`config.mk`:
```
export PLATFORM = sky130hd
export DESIGN_NAME = dm_cache_ctrl
export DESIGN_NICKNAME = d
export VERILOG_FILES = /design/src/rtl/dm_cache_ctrl.sv
export SDC_FILE = /design/constraint.sdc
export NUM_CORES = 1
export LEC_CHECK = 0
export BUFFER_PORTS_ARGS = -buffer_cell sky130_fd_sc_hd__buf_2
export CORE_AREA = 8 8 266 268
export DETAILED_ROUTE_END_ITERATION = 8
export DIE_AREA = 0 0 274 276
export GPL_ROUTABILITY_DRIVEN = 0
export GPL_TIMING_DRIVEN = 0
export PLACE_DENSITY = 0.35
export SLEW_MARGIN = 20
export SYNTH_ARGS = -nofsm -noshare
export SYNTH_HDL_FRONTEND = slang
export SYNTH_SLANG_ARGS = --single-unit
```
`constraint.sdc`:
```
create_clock -name clk_i -period 2 [get_ports clk_i]
set_input_delay 0.4 -clock clk_i [delete_from_list [all_inputs] [get_ports clk_i]]
set_output_delay 0.4 -clock clk_i [all_outputs]
set_load 0.005 [all_outputs]
```
`src/rtl/dm_cache_ctrl.sv`:
```
// Blocking controller for a 1024-line direct-mapped data cache with 4-word blocks.
// Handles hits in one compare cycle and misses by optional write-back then line fill.
module dm_cache_ctrl (
   input  logic         clk_i,
   input  logic         rst_ni,
   input  logic         cpu_req_valid,
   input  logic         cpu_req_rw,
   input  logic [31:0]  cpu_req_addr,
   input  logic [31:0]  cpu_req_data,
   output logic         cpu_res_ready,
   output logic [31:0]  cpu_res_data,
   output logic         mem_req_valid,
   output logic         mem_req_rw,
   output logic [31:0]  mem_req_addr,
   output logic [127:0] mem_req_data,
   input  logic         mem_data_ready,
   input  logic [127:0] mem_data,
   output logic [9:0]   tag_req_index,
   output logic         tag_req_we,
   output logic [19:0]  tag_write,
   input  logic [19:0]  tag_read,
   output logic [9:0]   data_req_index,
   output logic         data_req_we,
   output logic [127:0] data_write,
   input  logic [127:0] data_read
);

   typedef enum logic [1:0] {
      IDLE       = 2'd0,
      COMPARE    = 2'd1,
      WRITE_BACK = 2'd2,
      ALLOCATE   = 2'd3
   } state_e;

   state_e       state_q, state_d;
   logic         rw_q, rw_d;
   logic [31:2]  addr_q, addr_d;
   logic [31:0]  wdata_q, wdata_d;
   logic [17:0]  victim_tag_q, victim_tag_d;

   logic [17:0]  tag_s;
   logic [9:0]   idx_s;
   logic [1:0]   word_s;
   logic         hit_s;
   logic         victim_dirty_s;
   logic         unused_addr_s;

   function automatic logic [31:0] select_word(input logic [127:0] blk, input logic [1:0] sel);
      logic [31:0] w;
      case (sel)
         2'd0:    w = blk[31:0];
         2'd1:    w = blk[63:32];
         2'd2:    w = blk[95:64];
         2'd3:    w = blk[127:96];
         default: w = 32'd0;
      endcase
      return w;
   endfunction

   function automatic logic [127:0] merge_word(input logic [127:0] blk, input logic [1:0] sel,
                                               input logic [31:0] w);
      logic [127:0] r;
      r = blk;
      case (sel)
         2'd0:    r[31:0]   = w;
         2'd1:    r[63:32]  = w;
         2'd2:    r[95:64]  = w;
         2'd3:    r[127:96] = w;
         default: r = blk;
      endcase
      return r;
   endfunction

   assign tag_s          = addr_q[31:14];
   assign idx_s          = addr_q[13:4];
   assign word_s         = addr_q[3:2];
   assign hit_s          = tag_read[19] && (tag_read[17:0] == tag_s);
   assign victim_dirty_s = tag_read[19] && tag_read[18];
   // Byte offset within a word plays no part in a word-granular cache.
   assign unused_addr_s  = ^cpu_req_addr[1:0];

   // State and latched request registers.
   always_ff @(posedge clk_i or negedge rst_ni) begin
      if (!rst_ni) begin
         state_q      <= IDLE;
         rw_q         <= 1'b0;
         addr_q       <= 30'd0;
         wdata_q      <= 32'd0;
         victim_tag_q <= 18'd0;
      end else begin
         state_q      <= state_d;
         rw_q         <= rw_d;
         addr_q       <= addr_d;
         wdata_q      <= wdata_d;
         victim_tag_q <= victim_tag_d;
      end
   end

   // Next-state and request/victim capture.
   always_comb begin
      state_d      = state_q;
      rw_d         = rw_q;
      addr_d       = addr_q;
      wdata_d      = wdata_q;
      victim_tag_d = victim_tag_q;
      case (state_q)
         IDLE: begin
            if (cpu_req_valid) begin
               state_d = COMPARE;
               rw_d    = cpu_req_rw;
               addr_d  = cpu_req_addr[31:2];
               wdata_d = cpu_req_data;
            end else begin
               state_d = IDLE;
            end
         end
         COMPARE: begin
            if (hit_s) begin
               state_d = IDLE;
            end else if (victim_dirty_s) begin
               state_d      = WRITE_BACK;
               victim_tag_d = tag_read[17:0];
            end else begin
               state_d = ALLOCATE;
            end
         end
         WRITE_BACK: begin
            if (mem_data_ready) begin
               state_d = ALLOCATE;
            end else begin
               state_d = WRITE_BACK;
            end
         end
         ALLOCATE: begin
            if (mem_data_ready) begin
               state_d = COMPARE;
            end else begin
               state_d = ALLOCATE;
            end
         end
         default: state_d = IDLE;
      endcase
   end

   // Outputs decoded from state and the latched request.
   always_comb begin
      cpu_res_ready  = 1'b0;
      cpu_res_data   = 32'd0;
      mem_req_valid  = 1'b0;
      mem_req_rw     = 1'b0;
      mem_req_addr   = 32'd0;
      mem_req_data   = 128'd0;
      tag_req_index  = idx_s;
      tag_req_we     = 1'b0;
      tag_write      = 20'd0;
      data_req_index = idx_s;
      data_req_we    = 1'b0;
      data_write     = 128'd0;
      case (state_q)
         IDLE: begin
            // Gated so that every output reads zero while reset is held.
            if (rst_ni) begin
               tag_req_index  = cpu_req_addr[13:4];
               data_req_index = cpu_req_addr[13:4];
            end else begin
               tag_req_index  = 10'd0;
               data_req_index = 10'd0;
            end
         end
         COMPARE: begin
            if (hit_s) begin
               cpu_res_ready = 1'b1;
               if (rw_q) begin
                  tag_req_we  = 1'b1;
                  tag_write   = {1'b1, 1'b1, tag_s};
                  data_req_we = 1'b1;
                  data_write  = merge_word(data_read, word_s, wdata_q);
               end else begin
                  cpu_res_data = select_word(data_read, word_s);
               end
            end else begin
               cpu_res_ready = 1'b0;
            end
         end
         WRITE_BACK: begin
            mem_req_valid = 1'b1;
            mem_req_rw    = 1'b1;
            mem_req_addr  = {victim_tag_q, idx_s, 4'b0000};
            mem_req_data  = data_read;
         end
         ALLOCATE: begin
            mem_req_valid = 1'b1;
            mem_req_rw    = 1'b0;
            mem_req_addr  = {tag_s, idx_s, 4'b0000};
            if (mem_data_ready) begin
               data_req_we = 1'b1;
               data_write  = mem_data;
               tag_req_we  = 1'b1;
               tag_write   = {1'b1, 1'b0, tag_s};
            end else begin
               data_req_we = 1'b0;
               tag_req_we  = 1'b0;
            end
         end
         default: begin
            cpu_res_ready = 1'b0;
         end
      endcase
   end

endmodule
```
==> run metrics, run 1 <==
outcome=complete, but fails checks; failing checks=setup timing; Finished Layout Cells=2634; CTS Buffer Depth=2; most used cell, CP=buf_12; CP startpoint kind=flop; CTS buffer count=9; GRT Overall Usage=0.188; delay-heaviest family, CP=buffers and inverters; Primary FF master, synth=dfrtp_1; Wirelength per Cell=28.9 microns; gr ovfl total=0; DRT iter0 DRCs=414; FMAX=341 MHz; area of the die=0.0756 sq mm; library cells used by synthesis=34; Post-Synthesis Cells=986; max-cap viol count=0; slew at the pin closest to its max-slew limit=0.917 ns; synthesized flop and latch total=83; CTS tree=built; final period utilization=1.47; YS warnings=0; Crit-path slowest cell=dfrtp_2; CP arrival=2.53 ns; largest stage delay on the critical path=0.44 ns; first-pass GRT wire length=99900 microns; layout cells sized above 1=0.650; Port Buffers=703; clock skew=0.00835 ns; Skew-Pair Late Insertion Delay=0.39 ns; Remaining DRCs=0; Slew Limit Fails=0; min Tclk post-route=2.93 ns; via/cell ratio=4.17; detailed-route via count=11000; CP Cell Sequence=xnor2_2 > nand4_1 > nor3_4 > buf_12 > nand3_4 > buf_12 > buf_16 > buf_12 > o21ai_4 > buf_6; Setup Viol. Count Final=437; VDD IR-drop max=0.641 mV; Post-synth EDFFs=0; Post-DP HPWL=62400 microns; Placed Cells=2566; Final Hold Viols=0; RSZ-0062 raised after global routing=true; critical path type=flop to output port; Post-Syn Area=0.00861 sq mm; antenna viol nets, final=0; Die Y=276 microns; Fin Setup TNS=-220.69 ns; CORE AREA=0.0666 sq mm; Critical Path RT=1.60 ns; DRT Pass-1 Iters=5; via count of the first global-routing pass=11900; Area growth syn-to-layout=84.2%; CP Max Fanout=6; Initial Util=0.129; asr flop ratio synth=1.00; H-tree levels=3; Hold WC Path Type=input pin to asynchronous set/reset pin; initial antenna violation count=29; syn avg cell area=8.74 sq um; fin nets=2091; Placed Area=0.0136 sq mm; Worst Path Buf+Inv=5; Clk pin slew, worst setup/hold paths=0.09 ns; chip width=274 microns; root buf cell=clkbuf_16; Row Count=95; pwr/cell area=1230 mW/mm^2; headroom to the max-slew limit=0.389; clk sink count=83; # IOs=710; setup ws final=-0.930 ns; routed wire length=76200 microns; Leak Pwr=8.33 nW; design area=0.0159 sq mm; sequential area share after synthesis=0.241; CP endpoint kind=output port; pin count of the biggest net entering global routing=62
state kept, by name, indices dropped and copies added, names as in the netlist:
register      flops
addr_q           30
rw_q              1
state_q           2
victim_tag_q     18
wdata_q          32
cell type report:
type,count,area (sq um)
antenna,10,25.0
fill,7494,50700
inverter,3,21.3
clock inverter,7,105
timing repair buffer,748,4380
tap,873,1090
sequential,83,2080
clock buffer,9,225
multi-input combinational,802,6950
buffer,99,977
layout by cell type (no fill, tap or decap), drive strengths merged:
| cell type | count |
|---|---|
| a31oi | 1 |
| o21a | 1 |
| mux4 | 32 |
| nor2b | 70 |
| nand4 | 4 |
| nand3 | 2 |
| and2 | 139 |
| mux2i | 146 |
| xor2 | 3 |
| diode | 10 |
| clkbuf | 62 |
| bufinv | 2 |
| dlygate4sd3 | 2 |
| buf | 792 |
| conb | 4 |
| nand2b | 3 |
| nor3 | 1 |
| a211oi | 1 |
| inv | 6 |
| mux2 | 81 |
| a311o | 1 |
| and3 | 1 |
| dfrtp | 83 |
| nand2 | 152 |
| o21ai | 138 |
| a22o | 1 |
| clkinv | 2 |
| or2 | 1 |
| xnor2 | 15 |
| nor2 | 4 |
| nor4 | 1 |
cells by family (layout without fill, tap and decap cells):
family                 Yosys count  in the layout  synth area share
AND/OR/NAND/NOR                378            378             0.233
multiplexers                   259            259             0.359
AO/OA/AOI/OAI                  143            143            0.0909
buffers and inverters          104            866            0.0574
flip-flops                      83             83             0.241
XOR/XNOR                        18             18            0.0183
other                            1             14          0.000435
cells in the mapped netlist, drive strengths merged (4+ instances only):
cell / instances / area share
mux2i: 146 / 0.17
dfrtp: 83 / 0.24
buf: 44 / 0.031
clkbuf: 57 / 0.025
mux4: 32 / 0.084
nor2b: 70 / 0.051
mux2: 81 / 0.11
xnor2: 15 / 0.015
nand2: 152 / 0.066
and2: 139 / 0.10
nor2: 4 / 0.0020
nand4: 4 / 0.0029
o21ai: 138 / 0.084
timing repair:
| item | in CTS | in global routing |
|---|---|---|
| hold buffers | 2 | 3 |
| buffers inserted | 16 | 14 |
| endpoints found under the setup margin | 437 | 439 |
| resized for setup | 159 | 227 |
| endpoints found under the hold margin | 23 | 23 |
| cloned | 3 | 10 |
| pin swaps | 8 | 40 |
through the flow:
step	setup WS (ns)	power, mW	hold WS (ns)	util
after global routing	-1.06	20.7	0.0104	0.238
after global placement	-1.93	15.9	0.472	0.203
after CTS	-1.10	18.9	0.197	0.221
after detailed placement	-1.72	16.0	0.298	0.204
after floorplan	-0.117	9.94	0.104	-
final	-0.930	19.5	0.0157	0.238
worst paths after layout:
kind | from | endpoint | cells after the start | slack, ns
worst min register to register | victim_tag_q[7] | victim_tag_q[7] | 1 | 0.51
max in group asynchronous | rst_ni | addr_q[20] | 3 | 0.98
min in group clk_i | cpu_req_data[21] | wdata_q[21] | 2 | 0.23
worst max-delay path | addr_q[14] | data_write[119] | 10 | -0.93
worst max register to register | addr_q[25] | victim_tag_q[13] | 7 | -0.53
worst min-delay path | rst_ni | addr_q[3] | 2 | 0.02
worst register-to-register path, stage by stage (launching register included):
cell and delay [ns]:
dfrtp_1 0.43, xor2_1 0.35, nor4_4 0.10, buf_4 0.17, buf_4 0.15, a211oi_4 0.55
buf_4 0.32, mux2_2 0.36
power breakdown:
| part | internal (mW) | switching (mW) | total, mW |
|---|---|---|---|
| sequential | 2.55 | 1.16 | 3.71 |
| clock | 1.12 | 0.967 | 2.09 |
| combinational | 6.48 | 7.20 | 13.7 |
| total | 10.2 | 9.33 | 19.5 |
metal layers:
| metal | vias to the layer above | GRT usage | wire (microns) |
|---|---|---|---|
| met1 | 5365 | 0.216 | 30200 |
| li1 | 4923 | - | - |
| met4 | 24 | 0.0647 | 2720 |
| met2 | 551 | 0.323 | 37000 |
| met3 | 116 | 0.0608 | 6160 |
| met5 | - | 0 | 158 |
(Power assumes the default switching activity.)
==> inputs of run 2 (changes only) <==
==> config.mk (replaced) <==
export PLATFORM = sky130hd
export DESIGN_NAME = dm_cache_ctrl
export DESIGN_NICKNAME = d
export VERILOG_FILES = /design/src/rtl/dm_cache_ctrl.sv
export SDC_FILE = /design/constraint.sdc
export NUM_CORES = 1
export LEC_CHECK = 0
export ABC_AREA = 1
export BUFFER_PORTS_ARGS = -buffer_cell sky130_fd_sc_hd__clkbuf_2
export CORE_AREA = 8 8 271 273
export DETAILED_ROUTE_END_ITERATION = 8
export DIE_AREA = 0 0 279 281
export GPL_ROUTABILITY_DRIVEN = 0
export GPL_TIMING_DRIVEN = 0
export PLACE_DENSITY = 0.36
export SLEW_MARGIN = 20
export SYNTH_ARGS = -nofsm -noshare
export SYNTH_HDL_FRONTEND = slang
export SYNTH_SLANG_ARGS = --single-unit
==> run 2 against run 1 <==
Net effect: the flow still finishes with violations (setup timing); critical endpoint is now data_write[23]; cell count rose by 36%; non-clock buffer count rose by 115; maximum frequency rose by 2.6%; synthesized area rose by 17%; clock skew rose by 0.012 ns; sequential power fell by 11%; worst hold slack improved by 0.079 ns; count of clock-buffer cells in the layout did not move.
==> run metrics, run 2 <==
Remaining DRCs=0; Final Hold Viols=0; asr flop ratio synth=1.00; Largest register FFs=32; Setup Viol. Count Final=369; Hold WS=0.0942 ns; commonest cells after routing, fill and taps aside=clkbuf_2, nand2_1, inv_1; CP startpoint kind=flop; YS warnings=0; CP Cell Sequence=inv_2 > nand2_4 > nand2_1 > nor2_1 > nand2_1 > nor2_1 > nand2_1 > nor2_4 > buf_12 > buf_12 > clkbuf_8 > nand4_1 > nand2_1 > clkbuf_2; CTS Buffer Depth=2; most common cell after layout, fill and taps aside=clkbuf_2; pwr/cell area=1320 mW/mm^2; synthesized flop and latch total=83; Synth top area share=0.214; Wirelength per Cell=27.4 microns; CP arrival=2.46 ns; Clk pin slew, worst setup/hold paths=0.09 ns; Worst Path Buf+Inv=5; Post-Syn Area=0.0101 sq mm; Leak Pwr=10.4 nW; Hold WC Path Type=input pin to asynchronous set/reset pin; Fin Setup TNS=-179.99 ns; CORE AREA=0.0693 sq mm; Post-DP HPWL=80600 microns; H-tree levels=3; count leader, synth=nand2_1; delay-heaviest family, CP=simple AND/OR/NAND/NOR gates; failing checks=setup timing; pin count of the biggest net entering global routing=44; Placed Area=0.0148 sq mm; headroom to the max-slew limit=0.390; DRT iter0 DRCs=1335; critical path type=flop to output port; min Tclk post-route=2.86 ns; syn avg cell area=5.47 sq um; Slew Limit Fails=0; via/cell ratio=4.57; fin nets=2984; routed wire length=98500 microns; most frequent cells after synthesis=nand2_1, inv_1, nor2_1; top cells by area, synth=nand2_1, dfrtp_1, nand4_1; worst slack, placed=-1.57 ns; Critical Path RT=1.60 ns; gr ovfl total=0; fill cell count=8067; Initial Util=0.145; root buf cell=clkbuf_16; Post-synth EDFFs=0; most used cell, CP=nand2_1; area of the die=0.0784 sq mm; first-pass GRT wire length=133000 microns; CTS buffer count=9; design area=0.0183 sq mm; max-cap viol count=0; library cells used by synthesis=30; Post-Synthesis Cells=1838; Port Buffers=703; Most flops, register=wdata_q; GRT Overall Usage=0.239; Die Y=281 microns; Tot Pwr=24.2 mW; CP endpoint kind=output port; # IOs=710; slew at the pin closest to its max-slew limit=0.915 ns; sequential area share after synthesis=0.206; clk sink count=83; Area growth syn-to-layout=82.1%; Top Registers=wdata_q x32, addr_q x30, victim_tag_q x18; setup ws final=-0.856 ns; largest stage delay on the critical path=0.42 ns; CP Max Fanout=10; Row Count=97; DRT Pass-1 Iters=6; via count of the first global-routing pass=16800; Skew-Pair Late Insertion Delay=0.39 ns; outcome=complete, but fails checks; chip width=279 microns; Synth area leader=nand2_1; RSZ-0062 raised after global routing=true; Crit-path slowest cell=dfrtp_2; clock skew=0.0208 ns; initial antenna violation count=22; detailed-route via count=16400; CTS tree=built; antenna viol nets, final=0; layout cells sized above 1=0.430; VDD IR-drop max=0.667 mV; Primary FF master, synth=dfrtp_1; final period utilization=1.43; FMAX=350 MHz
[run 2: metrics by stage]
step	utilization	std cells
2_1_floorplan	-	1841
3_3_place_gp	0.213	3484
3_5_place_dp	0.214	3485
4_1_cts	0.252	3568
5_1_grt	0.264	3585
6_report	0.264	3594
[run 2: logic make-up after synthesis]
family          Yosys count  synth area share
compound gates          307             0.166
xor+xnor                  1          0.000871
buf+inv                 408             0.177
flops                    83             0.206
mux                      12            0.0134
other cells               1          0.000373
simple gates           1026             0.436
[run 2: report_power, final]
part           switching (mW)  total (mW)  internal [mW]
Sequential              0.828        3.30           2.47
Combinational            12.0        19.0           7.02
Clock                    1.02        1.91          0.894
[run 2: area by class of cell]
class	count	area, sq um	area share
Antenna cell	10	25.0	0.00137
Buffer	173	1630	0.0889
Clock buffer	9	225	0.0123
Clock inverter	7	76.3	0.00417
Inverter	233	885	0.0483
Multi-Input combinational cell	1350	7210	0.394
Sequential cell	83	2090	0.114
Tap cell	940	1180	0.0642
Timing Repair Buffer	789	5000	0.273
[run 2: what timing repair did]
action / 4_1_cts / 5_1_grt
pin swaps: 33 / 58
hold buffers: 5 / 0
hold endpoints to repair: 28 / 0
gates cloned: 12 / 5
gates resized for setup: 436 / 278
endpoints found under the setup margin: 441 / 428
buffers inserted: 51 / 14
[run 2: path summary, 6_finish.rpt]
path	cells past startpoint	slack [ns]	startpoint	endpoint
setup / recovery	14	-0.86	addr_q[27]	data_write[23]
hold / removal	3	0.09	rst_ni	addr_q[19]
setup reg to reg	7	-0.05	state_q[1]	wdata_q[17]
hold reg to reg	2	0.48	victim_tag_q[17]	victim_tag_q[17]
max in group asynchronous	3	0.79	rst_ni	addr_q[3]
min in group clk_i	2	0.25	cpu_req_addr[3]	addr_q[3]
[run 2: worst min-delay path: stages]
cell,delay (ns)
clkbuf_8,0.11
buf_16,0.10
buf_16,0.23
[run 2: routing by layer]
layer / vias up / track usage / share of wire
met5: - / 0 / 0.0014
met4: 22 / 0.0456 / 0.018
met3: 95 / 0.0638 / 0.076
met2: 808 / 0.423 / 0.49
met1: 7933 / 0.289 / 0.41
li1: 7571 / - / -
==> inputs of run 3 (changes only) <==
--- a/config.mk
+++ b/config.mk
@@ -12,7 +12,7 @@
 export DIE_AREA = 0 0 279 281
 export GPL_ROUTABILITY_DRIVEN = 0
 export GPL_TIMING_DRIVEN = 0
-export PLACE_DENSITY = 0.36
+export PLACE_DENSITY = 0.35
 export SLEW_MARGIN = 20
 export SYNTH_ARGS = -nofsm -noshare
 export SYNTH_HDL_FRONTEND = slang
==> constraint.sdc (replaced) <==
create_clock -name clk_i -period 2.7 [get_ports clk_i]
set_input_delay 0.135 -clock clk_i [delete_from_list [all_inputs] [get_ports clk_i]]
set_output_delay 0.135 -clock clk_i [all_outputs]
set_load 0.005 [all_outputs]
==> run 3 against run 2 <==
Net effect: the flow still finishes with violations (setup timing); via count is 0.91% lower; total power fell by 36%; critical path depth down 1; register-to-register slack better by 0.42 ns; largest power group unchanged; worst setup slack gained 0.79 ns; largest cell class unchanged.
==> run metrics, run 3 (synthesis results as in run 2) <==
outcome=complete, but fails checks; failing checks=setup timing; Critical Path RT=2.57 ns; min Tclk post-route=2.77 ns; area of the die=0.0784 sq mm; via count of the first global-routing pass=16700; gr ovfl total=0; Slew Limit Fails=0; routed wire length=95100 microns; worst slack, placed=-0.513 ns; via/cell ratio=4.53; critical path type=flop to output port; detailed-route via count=16300; Tot Pwr=15.6 mW; most common cell after layout, fill and taps aside=clkbuf_2; Wirelength per Cell=26.5 microns; Hold WS=0.0224 ns; worst hold start=cpu_req_addr[14]; WHS Path Cells=3; CP startpoint kind=flop; setup ws final=-0.0686 ns; H-tree levels=3; fin util=0.241; Row Count=97; slew at the pin closest to its max-slew limit=0.932 ns; first-pass GRT wire length=129000 microns; clk sink count=83; CTS tree=built; Initial Util=0.145; R2R Path Start=state_q[1]; commonest cells after routing, fill and taps aside=clkbuf_2, nand2_1, inv_1; clock skew=0.00892 ns; pwr/cell area=934 mW/mm^2; CP endpoint kind=output port; pin count of the biggest net entering global routing=52; # IOs=710; chip width=279 microns; DRT iter0 DRCs=1172; Most flops, register=wdata_q; Skew-Pair Late Insertion Delay=0.38 ns; CTS Buffer Depth=2; Top Registers=wdata_q x32, addr_q x30, victim_tag_q x18; Leak Pwr=9.80 nW; Final Hold Viols=0; Hold WC Path Type=input pin to flop; Placed Cells=3485; worst setup path startpoint=addr_q[25]; Port Buffers=703; root buf cell=clkbuf_16; CP Max Fanout=6; layout cells sized above 1=0.365; reg2reg path depth=6; headroom to the max-slew limit=0.379; Post-DP HPWL=79900 microns; initial antenna violation count=16; CORE AREA=0.0693 sq mm; final period utilization=1.03; RSZ-0062 raised after global routing=true; antenna viol nets, final=0; Setup Viol. Count Final=2; Finished Layout Cells=3595; fill cell count=8161; CP arrival=2.63 ns; Die Y=281 microns; CTS buffer count=9; FMAX=361 MHz; max-cap viol count=0; Area growth syn-to-layout=65.7%; Remaining DRCs=0; DRT Pass-1 Iters=5; Largest register FFs=32; fin nets=2990; Clk pin slew, worst setup/hold paths=0.08 ns; GRT Overall Usage=0.230; VDD IR-drop max=0.378 mV
[run 3: cell types whose count changed in the layout (fill, tap and decap cells not counted), sizes merged, moves of 3 or more]
cell / before / now
buf: 279 / 171
clkbuf: 688 / 758
dlygate4sd3: 3 / 49
diode: 10 / 5
clkinv: 4 / 0
bufinv: 0 / 3
[run 3: critical path: stages, from the launching register on]
cell,delay [ns]
dfrtp_1,0.42
nand2_2,0.10
nand2_1,0.06
nor2_2,0.15
nand2_1,0.07
nor2_1,0.10
nand2_1,0.10
nor2_4,0.19
buf_6,0.14
buf_12,0.13
clkbuf_16,0.16
nand4_1,0.31
nand2_1,0.17
clkbuf_2,0.13
[run 3: where the power goes]
group | leakage, nW | internal (mW) | switching [mW]
sequential | 0.927 | 1.82 | 0.587
combinational | 8.70 | 3.55 | 7.95
clock | 0.176 | 0.947 | 0.715
total | 9.80 | 6.32 | 9.25
[run 3: per-stage QoR]
step,cell area [sq um],TNS (ns)
floorplan,10100,0
global placement,14800,-39.74
detailed placement,14800,-28.82
CTS,16400,-0.487
global route,16700,-3.86
finish,16700,-0.0693
[run 3: final timing paths]
check	endpoint	slack, ns
min	addr_q[14]	0.02
max reg2reg	wdata_q[8]	0.37
max in group asynchronous	addr_q[31]	1.83
min reg2reg	victim_tag_q[10]	0.48
min in group asynchronous	wdata_q[20]	0.25
max	data_write[21]	-0.07
[run 3: final cells by class]
cell class | count | area [sq um] | share of cell area
Clock inverter | 6 | 119 | 0.00713
Timing Repair Buffer | 797 | 4580 | 0.275
Tap cell | 940 | 1180 | 0.0706
Antenna cell | 5 | 12.5 | 0.000751
Sequential cell | 83 | 2080 | 0.125
Buffer | 171 | 1150 | 0.0691
Inverter | 233 | 878 | 0.0527
Clock buffer | 10 | 239 | 0.0143
Multi-Input combinational cell | 1350 | 6430 | 0.386
[run 3: repair_timing]
| item | CTS | global route |
|---|---|---|
| hold endpoints to repair | 81 | 0 |
| gates cloned | 4 | 5 |
| setup buffers | 27 | 10 |
| pin swaps | 19 | 32 |
| endpoints found under the setup margin | 297 | 164 |
| gates resized for setup | 137 | 111 |
| hold buffers | 49 | 0 |
[run 3: layer usage]
layer  up-vias  global-route usage  share of wire
met1      7778               0.283           0.42
met2       790               0.396           0.48
met5         -                   0        0.00084
met4        14              0.0604          0.023
li1       7576                   -              -
met3       121              0.0598          0.076
